`config.mk`:
```
export PLATFORM = sky130hd
export DESIGN_NAME = fifo_rd_stream
export DESIGN_NICKNAME = d
export VERILOG_FILES = /design/src/rtl/fifo_rd_stream.sv
export SDC_FILE = /design/constraint.sdc
export NUM_CORES = 1
export LEC_CHECK = 0
export CORE_UTILIZATION = 45
export CTS_CLUSTER_SIZE = 24
export DETAILED_ROUTE_END_ITERATION = 12
export PLACE_DENSITY = 0.67
export REMOVE_ABC_BUFFERS = 1
export SLEW_MARGIN = 20
export SYNTH_ARGS = -nofsm -noshare
export SYNTH_HDL_FRONTEND = slang
export SYNTH_SLANG_ARGS = --single-unit
```
`constraint.sdc`:
```
create_clock -name clk -period 2.2 [get_ports clk]
set_input_delay 0.55 -clock clk [delete_from_list [all_inputs] [get_ports clk]]
set_output_delay 0.55 -clock clk [all_outputs]
set_load 0.1 [all_outputs]
```
`src/rtl/fifo_rd_stream.sv`:
```
// Drains the synchronous FIFO into a valid/ready stream through a small credit-managed elastic buffer.
// Optional macro FIFO_RD_STATS_EN adds the 16-bit xfer_cnt handshake counter output.
module fifo_rd_stream #(
    parameter int unsigned WIDTH     = 8,
    parameter int unsigned BUF_DEPTH = 3
) (
    input  logic             clk,
    input  logic             rst,
    input  logic             fifo_empty,
    input  logic [WIDTH-1:0] fifo_data,
    output logic             fifo_r_en,
    output logic             m_valid,
    input  logic             m_ready,
    output logic [WIDTH-1:0] m_data
`ifdef FIFO_RD_STATS_EN
    ,
    output logic [15:0]      xfer_cnt
`endif
);

    localparam int unsigned PW = (BUF_DEPTH > 1) ? $clog2(BUF_DEPTH) : 1;
    localparam int unsigned CW = $clog2(BUF_DEPTH + 1);
    localparam logic [PW-1:0] LAST_PTR  = PW'(BUF_DEPTH - 1);
    localparam logic [CW:0]   DEPTH_CNT = (CW + 1)'(BUF_DEPTH);

    logic [WIDTH-1:0] buf_mem [BUF_DEPTH];
    logic [PW-1:0]    rd_ptr;
    logic [PW-1:0]    wr_ptr;
    logic [CW-1:0]    buf_cnt;
    logic             inflight;
    logic             handshake;
    logic [CW:0]      credits_used;

    // A pop is only issued when the word it returns is guaranteed a free slot.
    always_comb begin
        credits_used = {1'b0, buf_cnt} + {{CW{1'b0}}, inflight};
        fifo_r_en    = !rst && !fifo_empty && (credits_used < DEPTH_CNT);
        m_valid      = (buf_cnt != '0);
        m_data       = buf_mem[rd_ptr];
        handshake    = m_valid && m_ready;
    end

    always_ff @(posedge clk) begin
        if (rst) begin
            rd_ptr   <= '0;
            wr_ptr   <= '0;
            buf_cnt  <= '0;
            inflight <= 1'b0;
            for (int unsigned i = 0; i < BUF_DEPTH; i++) begin
                buf_mem[i] <= '0;
            end
        end else begin
            inflight <= fifo_r_en;
            if (inflight) begin
                buf_mem[wr_ptr] <= fifo_data;
                wr_ptr          <= (wr_ptr == LAST_PTR) ? '0 : wr_ptr + PW'(1);
            end
            if (handshake) begin
                rd_ptr <= (rd_ptr == LAST_PTR) ? '0 : rd_ptr + PW'(1);
            end
            case ({inflight, handshake})
                2'b10:   buf_cnt <= buf_cnt + CW'(1);
                2'b01:   buf_cnt <= buf_cnt - CW'(1);
                default: buf_cnt <= buf_cnt;
            endcase
        end
    end

`ifdef FIFO_RD_STATS_EN
    always_ff @(posedge clk) begin
        if (rst) begin
            xfer_cnt <= '0;
        end else if (handshake) begin
            xfer_cnt <= xfer_cnt + 16'd1;
        end
    end
`endif

endmodule

```
==> reports/summary.txt <==
Routed WL: 3.13 mm
status: finished, final reports clean
largest net degree at the start of global routing: 14
Pint: 1550 µW
hpwl dp: 2.26 mm
Initial Utilization: 47.3%
Crit path required time: 1650 ps
Post-Syn Instances: 113
CTS tree: done
Initial DRT Pass Iterations: 3
Layout Cells excl Fill: 203
CP Max Fanout: 2
clock buffers created by TritonCTS: 5
sw frac: 36.6%
I/O pins: 22
DR iter-0 viols: 21
Inserted Diodes: 0
Min-Delay Path Class: reg2reg
syn_area_per_cell: 15.3 µm²
Clock Sinks: 41
Core Rows: 22
Seq/Total Area, Yosys: 65.9%
CP startpoint kind: input pin
clock latency on the worst-skew pair: 290 ps
CTS Hold Bufs: 0
share of layout cells above drive strength 1: 32.3%
H-tree depth: 2
Period minus WS final: 2170 ps
Setup CP Type: in2out
Hold Fails Final Rpt: 0
global route overflow: 0
Worst path slowest cell: clkdlybuf4s50_1
Power Total: 2440 µW
CTS Buffer Depth: 2
number of global-route vias before repair: 1,067
Peak supply drop: 0.691 mV
CP peak stage delay: 450 ps
first-pass GRT wire length: 5.15 mm
power per cell area: 1040 nW/µm²
max cap viols: 0
worst path arrival time: 1620 ps
clock transition time at the flip-flop clock pins of the worst setup and hold paths: 70 ps
initial antenna violation count: 0
number of remaining DRC errors: 0
RSZ-0062 raised after global routing: yes
Slew @ Worst Pin: 411 ps
number of nets with antenna violations after detailed routing: 0
Worst Skew: 7.90 ps
Layout area overhead: 35.1%
Core Area: 3660 µm²
Distinct cells, synth: 25
switching pwr: 892 µW
sequential fraction of design power: 38.8%
Die Height: 64.0 µm
Via Count: 997
clk root buf: clkbuf_8
count of buffers from port buffering: 21
DIE WIDTH: 64.0 µm
Clock power frac: 18.8%
Final setup viols: 0
total negative slack: 0 ps
number of synthesis warnings: 0
Slew Viols, Final: 0
mapped cell area: 1730 µm²
post-layout net count: 169
Tot GR Track Use: 17.6%
CP Capture Type: output pin
Slew HR: 72.6%
Final Cycle Share: 98.7%
flops & latches, synth: 41
f_max: 460 MHz
LEAKAGE: 0.000860 µW
DP Cell Count: 194
WL/cell: 15.4 µm
DR vias/cell: 4.91
die area: 4100 µm²
worst-path cell chain: clkdlybuf4s50_1, a2111oi_4, buf_4, buf_12
placer's final routability congestion estimate: 0.723
Gate power share: 42.3%
repair_timing:
item	4_1_cts	5_1_grt
gates resized for setup	8	1
endpoints found under the setup margin	1	1
pin swaps	1	0
buffers inserted	1	0
final cells by class:
class / count / area [µm²]
inverters: 3 / 11.3
multi-input cells: 66 / 609
flip-flops and latches: 41 / 1140
clock inverters: 1 / 5.00
fillers: 275 / 1320
repair buffers: 37 / 430
well taps: 48 / 60.1
clock buffers: 7 / 76.3
placed cells by master, fill, tap and decap left out, drive strengths merged, types with 3 or more instances in the layout:
master	n
nand2	4
inv	3
a21oi	4
dfxtp	9
and2	24
edfxtp	32
buf	26
clkbuf	7
clkdlybuf4s50	11
mux4	8
nand2b	4
ha	3
nor2	4
cell usage after synthesis:
| cell type | instances | area (µm²) |
|---|---|---|
| a2111oi_0 | 2 | 17.5 |
| a21oi_1 | 4 | 20.0 |
| and2_1 | 24 | 150 |
| buf_1 | 1 | 3.75 |
| buf_2 | 1 | 5.00 |
| clkbuf_1 | 1 | 3.75 |
| dfxtp_1 | 9 | 180 |
| edfxtp_1 | 32 | 961 |
| ha_1 | 3 | 37.5 |
| inv_1 | 2 | 7.51 |
| inv_2 | 1 | 3.75 |
| mux2_1 | 1 | 11.3 |
| mux4_2 | 8 | 180 |
| nand2_1 | 4 | 15.0 |
| nand2b_1 | 4 | 25.0 |
| nor2_1 | 4 | 15.0 |
| nor3_2 | 2 | 20.0 |
| o21ai_0 | 1 | 5.00 |
| o21ai_2 | 1 | 8.76 |
| o21bai_1 | 2 | 15.0 |
| or2_1 | 1 | 6.26 |
| or3_1 | 2 | 12.5 |
| or3b_1 | 1 | 8.76 |
| xnor2_1 | 1 | 8.76 |
| xor2_1 | 1 | 8.76 |
path summary, 6_finish.rpt:
kind	start	endpoint	slack [ps]	depth (start not counted)
worst max register to register	buf_cnt[0]$_SDFFE_PP0P_	buf_cnt[1]$_SDFFE_PP0P_	560	6
worst max-delay path	fifo_empty	fifo_r_en	30	4
worst min register to register	rd_ptr[0]$_SDFFE_PP0N_	flop	480	2
worst min-delay path	rd_ptr[0]$_SDFFE_PP0N_	flop	480	2
kinds of logic after synthesis:
kind of cell / share of synthesized area [%]
compound gates: 3.83
mux: 11.1
simple gates: 14.6
buf+inv: 1.37
fa+ha+maj: 2.17
flops: 65.9
xor+xnor: 1.01
layer usage:
| metal | wire length (µm) | GRT usage (%) | vias to the layer above |
|---|---|---|---|
| met5 | 0 | 0 | - |
| met4 | 55 | 6.82 | 0 |
| met3 | 104 | 5.54 | 6 |
| met2 | 1590 | 28.5 | 15 |
| met1 | 1380 | 22.0 | 481 |
| li1 | - | - | 495 |
state kept, by name, summed over array words and instances (netlist names), named ones only:
name,count
inflight,1
wr_ptr,2
buf_mem,32
buf_cnt,2
rd_ptr,2
stage by stage:
| stage | cell area (µm²) | setup slack (ps) | hold slack [ps] | utilization, % |
|---|---|---|---|---|
| 6_report | 2340 | 28.1 | 480 | 63.8 |
| 5_1_grt | 2340 | -27.1 | 519 | 63.8 |
| 4_1_cts | 2340 | 6.36 | 483 | 63.8 |
| 3_5_place_dp | 2200 | -138 | 478 | 60.1 |
| 3_3_place_gp | 2200 | 6.72 | 458 | 60.1 |
| 2_1_floorplan | 1720 | -3900 | 438 | - |
power groups by stage:
stage	Sequential, µW	Clock [µW]	Combinational (µW)
2_1_floorplan	970	0	601
3_3_place_gp	947	0	981
3_5_place_dp	952	0	995
4_1_cts	945	474	1040
5_1_grt	956	508	1080
6_report	948	460	1030
critical path: cells and delay by family:
family | cells | cell delay [ps]
AO/OA/AOI/OAI | 1 | 280
buffers and inverters | 3 | 780
No activity file was read; power rests on OpenSTA's default activity.
